--- config.mk ---
export PLATFORM = sky130hd
export DESIGN_NAME = f_pc_ctrl
export DESIGN_NICKNAME = d
export VERILOG_FILES = /design/src/rtl/f_pc_ctrl.sv
export SDC_FILE = /design/constraint.sdc
export NUM_CORES = 1
export LEC_CHECK = 0
export CAP_MARGIN = 10
export CELL_PAD_IN_SITES_DETAIL_PLACEMENT = 2
export CELL_PAD_IN_SITES_GLOBAL_PLACEMENT = 2
export CORE_ASPECT_RATIO = 0.7
export CORE_MARGIN = 8
export CORE_UTILIZATION = 24
export CTS_CLUSTER_SIZE = 10
export DETAILED_ROUTE_END_ITERATION = 8
export PLACE_DENSITY_LB_ADDON = 0.1
export SYNTH_ARGS = -nofsm -noshare
export SYNTH_HDL_FRONTEND = slang
export SYNTH_SLANG_ARGS = --single-unit
--- constraint.sdc ---
create_clock -name clk -period 1.97 [get_ports clk]
set_input_delay 0.197 -clock clk [delete_from_list [all_inputs] [get_ports clk]]
set_output_delay 0.197 -clock clk [all_outputs]
set_load 0.02 [all_outputs]
--- src/rtl/f_pc_ctrl.sv ---
// rtl/f_pc_ctrl.sv - F-stage PC register with redirect merge, eret squash and redirect counter
module f_pc_ctrl #(
  parameter int               WIDTH      = 32,
  parameter logic [WIDTH-1:0] RESET_PC   = 32'h0000_3000,
  parameter logic [WIDTH-1:0] HANDLER_PC = 32'h0000_4180,
  parameter logic [WIDTH-1:0] TEXT_LO    = 32'h0000_3000,
  parameter logic [WIDTH-1:0] TEXT_HI    = 32'h0000_6ffc,
  parameter int               CNT_W      = 16
) (
  input  logic             clk,
  input  logic             reset,
  input  logic             stall_F,
  input  logic [2:0]       npc_op,
  input  logic             b_jump,
  input  logic [25:0]      imm26,
  input  logic [WIDTH-1:0] rs_val,
  input  logic [WIDTH-1:0] pc_D,
  input  logic             req,
  input  logic             eret,
  input  logic [WIDTH-1:0] epc,
  output logic [WIDTH-1:0] pc_F,
  output logic             adel_F,
  output logic             kill_F,
  output logic [CNT_W-1:0] redirect_cnt
);

  typedef enum logic {RUN, KILL} state_t;
  state_t state;

  logic [WIDTH+17:0] br_off_wide;
  logic [WIDTH-1:0]  br_tgt;
  logic [WIDTH-1:0]  j_tgt;
  logic [WIDTH-1:0]  seq_pc;
  logic [WIDTH-1:0]  next_pc;
  logic              redirect;

  // Sign extension is built over-wide so the slice stays legal down to WIDTH=16.
  assign br_off_wide = {{WIDTH{imm26[15]}}, imm26[15:0], 2'b00};
  assign br_tgt      = pc_D + WIDTH'(4) + br_off_wide[WIDTH-1:0];
  assign seq_pc      = pc_F + WIDTH'(4);

  generate
    if (WIDTH > 28) begin : g_j_wide
      assign j_tgt = {pc_D[WIDTH-1:28], imm26, 2'b00};
    end else begin : g_j_narrow
      logic [27:0] j_full;
      assign j_full = {imm26, 2'b00};
      assign j_tgt  = j_full[WIDTH-1:0];
    end
  endgenerate

  always_comb begin
    next_pc  = seq_pc;
    redirect = 1'b0;
    if (req) begin
      next_pc  = HANDLER_PC;
      redirect = 1'b1;
    end else if (eret) begin
      next_pc  = epc;
      redirect = 1'b1;
    end else if (stall_F) begin
      next_pc  = pc_F;
    end else begin
      case (npc_op)
        3'd1: if (b_jump) begin
          next_pc  = br_tgt;
          redirect = 1'b1;
        end
        3'd2: begin
          next_pc  = j_tgt;
          redirect = 1'b1;
        end
        3'd3: begin
          next_pc  = rs_val;
          redirect = 1'b1;
        end
        default: next_pc = seq_pc;
      endcase
    end
  end

  assign adel_F = (pc_F[1:0] != 2'b00) || (pc_F < TEXT_LO) || (pc_F > TEXT_HI);

  always_ff @(posedge clk or negedge reset) begin
    if (!reset) begin
      pc_F         <= RESET_PC;
      state        <= RUN;
      kill_F       <= 1'b0;
      redirect_cnt <= '0;
    end else begin
      pc_F <= next_pc;
      if (redirect) redirect_cnt <= redirect_cnt + CNT_W'(1);
      // An eret squashes the wrong-path fetch sitting in F; a concurrent req cancels it.
      case (state)
        RUN: begin
          if (eret && !req) begin
            state  <= KILL;
            kill_F <= 1'b1;
          end else begin
            state  <= RUN;
            kill_F <= 1'b0;
          end
        end
        KILL: begin
          if (req) begin
            state  <= RUN;
            kill_F <= 1'b0;
          end else if (eret) begin
            state  <= KILL;
            kill_F <= 1'b1;
          end else begin
            state  <= RUN;
            kill_F <= 1'b0;
          end
        end
        default: begin
          state  <= RUN;
          kill_F <= 1'b0;
        end
      endcase
    end
  end

endmodule

# Yosys cells after proc, flatten, opt, wreduce, memory -nomap -nowiden
# Index checks and enable logic that the tools add are counted.
dict set report totals {
  register_bits 49
  inputBits 131
  word_cells 34
}
dict set report op_classes {
  add_sub_neg 4
  order_cmp 2
  eq_ne 4
  n_mux 14
  bitwise_logic 1
  reduce_logical 6
}
# cell count
set ops {}
lappend ops {{$mux W32} 4}
lappend ops {{$pmux W32 S3} 1}
lappend ops {{$add A32 B3 Y32 const B} 2}
lappend ops {{$add A32 B32 Y32} 1}
lappend ops {{$gt A32 B15 Y1 const B} 1}
lappend ops {{$lt A32 B14 Y1 const B} 1}
lappend ops {{$add A16 B1 Y16 const B} 1}
lappend ops {{$mux W1} 7}
lappend ops {{$eq A3 B2 Y1 const B} 2}
lappend ops {{$pmux W1 S2} 2}
lappend ops {{$eq A3 B1 Y1 const B} 1}
lappend ops {{$ne A3 B1 Y1 const B} 1}
lappend ops {{$logic_or A1 B1 Y1} 2}
lappend ops {{$reduce_bool A2 Y1} 1}
lappend ops {{$reduce_or A2 Y1} 1}
lappend ops {{$logic_and A1 B1 Y1} 1}
lappend ops {{$logic_not A1 Y1} 1}
lappend ops {{$not A1 Y1} 1}

# Logic depth before layout (Yosys ltp)
# Gate-level depths: netlist of the first run.
dict set report depth {
  ltp_word 7
  ltp_mapped 14
  ltp_nobuf 14
}

# Worst setup path after synthesis of the first run
# Ideal clock, no wire load.
dict set report synth_path {
  path_type {input -> register}
  startpoint {input port imm26[1]}
  endpoint {register pc_F[27]}
  setup_ns 0.130
  t_arrival_ns 2.381
  required_ns 1.840
  setup_slack_ns -0.540
  cell_stages 12
  path_buffers 0
  cell_sequence {ha_1 -> ha_1 -> inv_1 -> fa_1 -> nand2b_1 -> a21oi_1 -> o21ai_1 -> a21oi_1 -> nor3b_2 -> xnor2_1 -> a2111oi_2 -> o21ai_1}
}
dict set report synth_between {
  elab_chain_cells 6
}
# element line_no
set synth_lines {}
lappend synth_lines {{from (decl)} 15} ;# input logic [25:0] imm26,
lappend synth_lines {{$add A32 B32 Y32} 39} ;# assign br_tgt = pc_D + WIDTH'(4) + br_off_wide[WIDTH-1:0];
lappend synth_lines {{$mux W32} 65} ;# 3'd1: if (b_jump) begin
lappend synth_lines {{$pmux W32 S3} 64} ;# case (npc_op)
lappend synth_lines {{$mux W32} 61} ;# end else if (stall_F) begin
lappend synth_lines {{$mux W32} 58} ;# end else if (eret) begin
lappend synth_lines {{$mux W32} 55} ;# if (req) begin
lappend synth_lines {{to (signal assigned)} 91} ;# pc_F <= next_pc;
lappend synth_lines {{to (decl)} 21} ;# output logic [WIDTH-1:0] pc_F,
# No other way between the ends. The select of a mux whose other input is x is not followed.
# A chain may end at the register's enable or synchronous reset.

# Worst setup path after layout of the first run
dict set report layout_path {
  startpoint {input port imm26[15]}
  endpoint {register pc_F[27]}
}
# The elaborated chain is that of the path after synthesis.

==> qor.yml, run 1 <==
fp.dieH_um: 141.8
async_flop_share_pct: 100.0
seq_area_frac_synth_pct: 22.64
io_pins: 181
ir_worst_vdd_mv: 0.3251
routed_wl_um: 35090
place_congestion: 0.8895
drtIter0Drc: 295
nets: 1272
antenna_found_initial: 0
final-hold-violation-count: 0
syn_avg_cell_area_um2: 8.015
comb_power_share_pct: 58.4
violations: "setup timing"
dieArea_um2: 27750
synthCells: 677
final_util_pct: 48.23
routed_via_density: 5.343
htreeDepth: 2
num_rows: 46
clock_skew_ns: 0.008172
overflow: 0
grt_max_degree: 26
maxCapViolations: 0
relSlewSlack_pct: 55.14
ys_seq_elements: 49
insertion_delay_ns: 0.30
critPathLaunchType: "input port"
fmax_mhz: 400.1
synth_area_um2: 5426
slew_viol_final: 0
status: "finished with violations"
cpPeakStageDelay_ns: 0.44
period_minus_slack_ns: 2.499
core_um2: 22450
timing.final.crit_share_pct: 126.9
end_kind: "register"
cp_cell_sequence: "buf_12 > buf_4 > ha_4 > ha_4 > buf_4 > and3_2 > and3_4 > nand4_1 > a21oi_4 > nor3b_2 > xnor2_2 > a2111oi_2 > o21ai_1"
fin_area_um2: 10830
numCtsBuffers: 5
switchingPower_w: 0.002285
fin_hold_ws_ns: 0.3496
dp_hpwl_um: 26280
cts_root_buf: "clkbuf_16"
layout_common_cells: "buf_4, clkdlybuf4s50_1, nor2_1"
die_w_um: 195.7
grt_pass1_wl_um: 51110
path_clk_slew_ns: 0.08
vias: 7320
internal_power_w: 0.003659
pwr_density_cell_nw_per_um2: 549.1
route.detailed.drc: 0
synth-edff-count: 0
io_buffers: 180
clk_path_buf_depth: 2
crit_path_top_delay_cell: "a2111oi_2"
critPathMaxFanout: 5
placed_cell_area_um2: 9458
synth_nets: 868
area.growth.synth_to_final_pct: 99.49
wl_per_cell_um: 25.61
switching_share_pct: 38.44
antennaDiodeCount: 0
critical_path_class: "in2reg"
ant_nets: 0
rsz0062_at_grt: "true"
initial_utilization_pct: 24.18
clockPowerShare_pct: 19.4
worstPathRequired_ns: 2.14
cts_tree: "built"
synth_top_flop_cell: "dfrtp_1"
fin_ws_ns: -0.5295
dr.pass1.iters: 5
arrival_ns: 2.67
clkSinkCount: 49
power_frac_seq_pct: 22.2
p_leak_nw: 4.573
hold_path.class: "in2async"
cp_top_family: "compound AO/OA/AOI/OAI gates"
final_common_cell: "buf_4"
synth_cell_types: 68
grt_util_all_layers_pct: 23.49
crit_buf_inv: 3
setup_violations: 24
grt_pass1_vias: 8452
synth_warnings: 0
drive_gt1_share_pct: 41.68
tightestPinTransition_ns: 0.6705
==> kinds of logic after synthesis <==
group,Yosys count,share of synthesized area (%)
AND/OR/NAND/NOR,231,21.21
AO/OA/AOI/OAI,234,29.26
adder cells (fa/ha/maj),60,13.97
buffers and inverters,43,3.113
multiplexers,3,0.5995
flip-flops,49,22.64
XOR/XNOR,57,9.200
==> state kept, by name, summed over array words and instances (netlist names) <==
signal / count
state: 1
redirect_cnt: 16
pc_F: 32
==> cell type report <==
cell class	instances	area (um2)
Inverter	15	62.56
Clock inverter	3	65.06
Tap cell	288	360.3
Fill cell	2392	11620
Multi-Input combinational cell	585	5244
Timing Repair Buffer	425	3736
Clock buffer	5	125.1
Sequential cell	49	1232
==> layer usage <==
| layer | GRT usage (%) | vias to the layer above | routed length [um] |
|---|---|---|---|
| met3 | 3.289 | 48 | 1557 |
| met4 | 5.052 | 0 | 692 |
| met1 | 31.04 | 3684 | 15870 |
| met5 | 0 | - | 0 |
| li1 | - | 3374 | - |
| met2 | 40.22 | 214 | 16970 |
==> final timing paths <==
check / from / endpoint / slack, ns / depth (start not counted)
setup / recovery: imm26[15] / pc_F[27] / -0.53 / 13
hold reg to reg: redirect_cnt[15] / redirect_cnt[15] / 0.48 / 1
max in group asynchronous: reset / pc_F[13] / 0.88 / 3
setup reg to reg: pc_F[12] / pc_F[27] / -0.41 / 9
min in group clk: req / pc_F[2] / 0.36 / 2
hold / removal: reset / state / 0.35 / 2
==> synth_stat cells, types with 4 or more instances <==
| cell type | count | share of area [%] |
|---|---|---|
| nor2_1 | 63 | 4.4 |
| nand2_1 | 62 | 4.3 |
| ha_1 | 59 | 14 |
| a21oi_1 | 54 | 5.0 |
| o21ai_0 | 50 | 4.6 |
| dfrtp_1 | 47 | 22 |
| xnor2_1 | 33 | 5.3 |
| xor2_1 | 24 | 3.9 |
| a22oi_1 | 21 | 2.9 |
| clkbuf_1 | 21 | 1.5 |
| nand3_1 | 19 | 1.8 |
| and3_1 | 16 | 1.8 |
| inv_1 | 14 | 0.97 |
| nand4_1 | 13 | 1.5 |
| a221oi_1 | 10 | 1.6 |
| a21o_1 | 9 | 1.2 |
| o21a_1 | 9 | 1.2 |
| a31oi_1 | 8 | 0.92 |
| and4_1 | 8 | 1.3 |
| nor3_1 | 8 | 0.74 |
| nor4_1 | 8 | 0.92 |
| a222oi_1 | 7 | 1.3 |
| o21ai_1 | 7 | 0.65 |
| o22ai_1 | 7 | 0.81 |
| or3_1 | 6 | 0.69 |
| and2_1 | 5 | 0.58 |
| o211ai_1 | 5 | 0.69 |
| o221ai_1 | 5 | 0.81 |
| a211oi_1 | 4 | 0.55 |
| a221o_1 | 4 | 0.74 |
| buf_2 | 4 | 0.37 |
| nand2b_1 | 4 | 0.46 |
| nand3b_1 | 4 | 0.55 |
==> what timing repair did <==
item / 4_1_cts / 5_1_grt
hold buffers: 1 / 0
pin swaps: 106 / 54
buffers inserted: 32 / 10
gates resized for setup: 250 / 72
setup endpoints to repair: 33 / 33
hold endpoints to repair: 12 / 0
==> power by group through the flow <==
stage / combinational [W] / clock, W / sequential (W)
floorplan: 0.00113 / 0 / 0.00148
global placement: 0.00278 / 0 / 0.00131
detailed placement: 0.00288 / 0 / 0.00132
CTS: 0.00324 / 0.00115 / 0.00131
global route: 0.00367 / 0.00119 / 0.00134
finish: 0.00347 / 0.00115 / 0.00132
==> per-stage QoR <==
step / TNS (ns) / instances / total power (W) / setup slack, ns
floorplan: -3.498 / 677 / 0.002611 / -0.4030
global placement: -28.43 / 1327 / 0.004087 / -1.189
detailed placement: -32.13 / 1327 / 0.004205 / -1.271
CTS: -7.521 / 1364 / 0.005697 / -0.6145
global route: -9.451 / 1370 / 0.006207 / -0.6188
finish: -7.551 / 1370 / 0.005944 / -0.5295
(Power assumes the default switching activity.)
==> run 2, diff against run 1 <==
--- a/config.mk
+++ b/config.mk
@@ -5,12 +5,13 @@
 export SDC_FILE = /design/constraint.sdc
 export NUM_CORES = 1
 export LEC_CHECK = 0
-export CAP_MARGIN = 10
+export CAP_MARGIN = 40
 export CELL_PAD_IN_SITES_DETAIL_PLACEMENT = 2
 export CELL_PAD_IN_SITES_GLOBAL_PLACEMENT = 2
 export CORE_ASPECT_RATIO = 0.7
 export CORE_MARGIN = 8
 export CORE_UTILIZATION = 24
+export CTS_CLUSTER_DIAMETER = 80
 export CTS_CLUSTER_SIZE = 10
 export DETAILED_ROUTE_END_ITERATION = 8
 export PLACE_DENSITY_LB_ADDON = 0.1
==> results of run 2 <==
The final DEF is identical to that of run 1; final timing and power are the same.
